`src/rtl/demux64_1x2.sv`:
```
// demux64_1x2: valid/ready 1-to-2 demultiplexer with one holding slot per destination.
// Define DEMUX64_XFER_COUNT_EN to add the 16-bit output transfer counters CNT0/CNT1.
module demux64_1x2 #(
  parameter int WIDTH = 64
) (
  input  logic             CLK,
  input  logic             RST,
  input  logic [WIDTH-1:0] I,
  input  logic             S,
  input  logic             I_VALID,
  output logic             I_READY,
  output logic [WIDTH-1:0] Y0,
  output logic [WIDTH-1:0] Y1,
  output logic             Y0_VALID,
  output logic             Y1_VALID,
  input  logic             Y0_READY,
  input  logic             Y1_READY
`ifdef DEMUX64_XFER_COUNT_EN
  ,
  output logic [15:0]      CNT0,
  output logic [15:0]      CNT1
`endif
);
  logic drain0, drain1, load0, load1;
  assign drain0 = Y0_VALID && Y0_READY;
  assign drain1 = Y1_VALID && Y1_READY;
  // Only the selected slot gates I_READY, so a stalled slot never lets data bypass it.
  assign I_READY = RST && (S ? (!Y1_VALID || Y1_READY) : (!Y0_VALID || Y0_READY));
  assign load0 = I_VALID && I_READY && !S;
  assign load1 = I_VALID && I_READY && S;
  always_ff @(posedge CLK or negedge RST) begin
    if (!RST) begin
      Y0       <= '0;
      Y1       <= '0;
      Y0_VALID <= 1'b0;
      Y1_VALID <= 1'b0;
    end else begin
      if (load0) Y0 <= I;
      if (load1) Y1 <= I;
      Y0_VALID <= load0 ? 1'b1 : drain0 ? 1'b0 : Y0_VALID;
      Y1_VALID <= load1 ? 1'b1 : drain1 ? 1'b0 : Y1_VALID;
    end
  end
`ifdef DEMUX64_XFER_COUNT_EN
  always_ff @(posedge CLK or negedge RST) begin
    if (!RST) begin
      CNT0 <= '0;
      CNT1 <= '0;
    end else begin
      if (drain0) CNT0 <= CNT0 + 16'd1;
      if (drain1) CNT1 <= CNT1 + 16'd1;
    end
  end
`endif
endmodule

```
`config.mk`:
```
export PLATFORM = sky130hd
export DESIGN_NAME = demux64_1x2
export DESIGN_NICKNAME = d
export VERILOG_FILES = /design/src/rtl/demux64_1x2.sv
export SDC_FILE = /design/constraint.sdc
export NUM_CORES = 1
export LEC_CHECK = 0
export ABC_CLOCK_PERIOD_IN_PS = 1500
export BUFFER_PORTS_ARGS = -buffer_cell sky130_fd_sc_hd__buf_2
export CORE_UTILIZATION = 44
export DETAILED_ROUTE_END_ITERATION = 16
export GPL_ROUTABILITY_DRIVEN = 1
export PLACE_DENSITY = 0.78
export SYNTH_ARGS = -nofsm -noshare
export SYNTH_HDL_FRONTEND = slang
export SYNTH_SLANG_ARGS = --single-unit
```
`constraint.sdc`:
```
create_clock -name CLK -period 1.5 [get_ports CLK]
set_input_delay 0.225 -clock CLK [delete_from_list [all_inputs] [get_ports CLK]]
set_output_delay 0.225 -clock CLK [all_outputs]
set_load 0.05 [all_outputs]
```
==> metrics.md <==
| Metric | Value |
|---|---|
| Flop2flop setup slack | -50 ps |
| Sequential share of the synthesized area | 0.605 |
| Setup TNS | -1040 ps |
| Area grow syn2layout | 37.9% |
| Max rail drop VDD | around 0.96 mV |
| Die ar. | roughly 0.013 mm^2 |
| Dpl cell area | between 0.006 and 0.007 mm^2 |
| Core ar. | between 0.01 and 0.015 mm^2 |
| Critical path data arrival time | approximately 1800 ps |
| Crit path from | Y0_VALID$_DFFE_PN0P_ |
| Final core occ | 0.635 |
| Hold buffers post-CTS | 0 |
| Least-Margin Pin Slew | between 800 and 900 ps |
| Worst-path clk slew | approximately 50 ps |
| Synth Cell Area | roughly 0.0054 mm^2 |
| Antenna cells | 0 |
| Critical Path End Type | flop |
| CTS max path bufs | 2 |
| Largest net degree at the start of global routing | just over 70 |
| Fmax | between 600 and 700 MHz |
| Final clock skew | between 6 and 7 ps |
| Synthesized flop and latch total | between 100 and 150 |
| Cell Rows | 39 |
| Multi-input logic area | 0.00194 mm^2 |
| Status | finished with violations |
| DRT Pass-1 Iters | 4 |
| Post-synth top area cell | dfrtp_1 |
| Syn Inst Count | about 280 |
| Vias | roughly 3300 |
| DRT iter0 DRCs | 117 |
| Static leakage | ~3.9 nW |
| CP delay by family, top | flip-flops |
| Layout cells sized above 1 | 0.737 |
| Critical path data required time | approximately 1800 ps |
| CTS Buf Count | 17 |
| IO buf count | 200 |
| Aggregate routed wire length | between 10000 and 15000 um |
| Final hold violations | 0 |
| Total GRT Usage | 0.197 |
| Area contributors post-synth | dfrtp_1, mux2_4, mux2_2, buf_12, buf_6 |
| First-pass GRT wire length | ~19000 um |
| NumNets Final | roughly 590 |
| Most frequent cells in the layout | buf_2, dfrtp_1, mux2_4 |
| Post-Syn Nets | approximately 350 |
| CP Buf/Inv Count | 3 |
| Syn. warnings | 0 |
| Final HPWL DP | around 8300 um |
| I/O Pins | ~200 |
| Failing checks | setup timing |
| CP Class | reg -> reg |
| CP max-delay cell | dfrtp_2 |
| CTS Root Cell | clkbuf_16 |
| Post-Syn Area per Cell | around 19 um^2 |
| Flip-flop and latch area | 0.00326 mm^2 |
| R2R Path Start | Y0_VALID$_DFFE_PN0P_ |
| HP Class | in -> async |
| H-Tree Depth | 4 |
| RSZ-0062 raised after global routing | true |
| Max transition margin | 0.422 |
| CP cell instances | nand2b_4, nor3b_4, buf_6, buf_12, buf_12, mux2_4 |
| # clock sinks | 130 |
| Setup WS post-layout | -52.8 ps |
| CP startpoint kind | flop |
| Die width | 113 um |
| Fillers | approximately 850 |
| Most common cell after layout, fill and taps aside | buf_2 |
| Placer Congestion | between 0.7 and 0.8 |
| Yosys cell types | 15 |
| GRT Residual Overflow | 0 |
| Crit path largest cell delay | 420 ps |
| Starting Density | 0.461 |
| Crit share post-route | 1.04 |
| CP most frequent cell | buf_12 |
| Power consumption | roughly 0.014 W |
| Final instance area | roughly 0.0074 mm^2 |
| Worst skew pair latency | approximately 400 ps |
| Number of global-route vias before repair | about 3600 |
| Slew Limit Fails | 0 |
| CP Max Fanout | 9 |
| Vias per cell | between 4 and 5 |
| Share of the synthesized area in the top cell type | 0.605 |
| Die height | ~110 um |
| Routed Antenna Nets | 0 |
| Wire per inst | between 15 and 20 um |
| PwrDens | approximately 1900 mW/mm^2 |
| Post-layout min period | 1550 ps |
| Drt drc | 0 |
| Max Cap Viol | 0 |
| CTS tree | built |
| Final number of setup-violating endpoints | 31 |
| Antenna violations before repair | 0 |
-- worst paths after layout --
kind	to	cells after the start
min in group CLK	Y0[60]$_DFFE_PN0P_	2
hold reg to reg	Y1[62]$_DFFE_PN0P_	1
setup reg to reg	Y0[27]$_DFFE_PN0P_	6
setup / recovery	Y0[27]$_DFFE_PN0P_	6
hold / removal	Y0[36]$_DFFE_PN0P_	2
max in group asynchronous	Y1_VALID$_DFFE_PN0P_	3
-- cell type report --
cell class,instances,share of cell area
clock inverter,6,0.0142
sequential,130,0.439
clock buffer,24,0.0637
multi-input combinational,137,0.262
timing repair buffer,236,0.197
tap,143,0.0241
-- through the flow --
stage / setup slack (ps) / hold WS (ps) / instances
5_1_grt: -114 / 51.6 / 676
2_1_floorplan: -56.9 / -70.6 / 281
3_3_place_gp: 9.57 / 470 / 636
4_1_cts: -85.9 / 42.9 / 671
6_report: -52.8 / 48.7 / 676
3_5_place_dp: -20.8 / 471 / 636
-- kinds of logic after synthesis --
logic type | after synthesis | synth area share
buf+inv | 14 | 0.0373
compound gates | 2 | 0.00279
flops | 130 | 0.605
simple gates | 7 | 0.0100
mux | 128 | 0.344
-- worst register-to-register path, cell delays in order (launching register included) --
cell	delay, ps
dfrtp_2	420
nand2b_4	80
nor3b_4	230
buf_6	160
buf_12	110
buf_12	130
mux2_4	310
-- metal layers --
metal,global-route usage,vias up,wire (um),part of all wire
met2,0.335,128,6080,0.51
met5,0,-,0,0
met4,0.0924,0,237,0.020
met3,0.0535,18,639,0.054
met1,0.232,1661,4890,0.41
li1,-,1477,-,-
-- report_power, final --
part / internal [W] / switching, W / total (W) / leakage, nW
Sequential: 0.00425 / 0.000442 / 0.00469 / 1.54
Clock: 0.00267 / 0.00138 / 0.00405 / 0.284
Combinational: 0.00158 / 0.00340 / 0.00498 / 2.05
Total: 0.00850 / 0.00522 / 0.0137 / 3.87
-- state kept, by name, summed over array words and instances, names as in the netlist --
register and cells:
Y0 64, Y1 64, Y0_VALID 1, Y1_VALID 1
-- synthesized netlist by cell type --
| library cell | n |
|---|---|
| dfrtp_1 | 130 |
| mux2_4 | 109 |
| mux2_2 | 19 |
| buf_12 | 6 |
| buf_6 | 6 |
| nand2_1 | 2 |
| buf_2 | 1 |
| buf_4 | 1 |
| nand2b_1 | 1 |
| nand2b_4 | 1 |
| nand3b_1 | 1 |
| nand4_1 | 1 |
| nor3b_2 | 1 |
| o211a_1 | 1 |
| o21ai_0 | 1 |
-- what timing repair did --
| item | CTS | global route |
|---|---|---|
| resized for setup | 14 | 6 |
| cloned | 1 | 1 |
| pin swaps | 1 | 1 |
| setup buffers | 4 | 5 |
| endpoints found under the setup margin | 22 | 97 |
(Power assumes the default switching activity.)
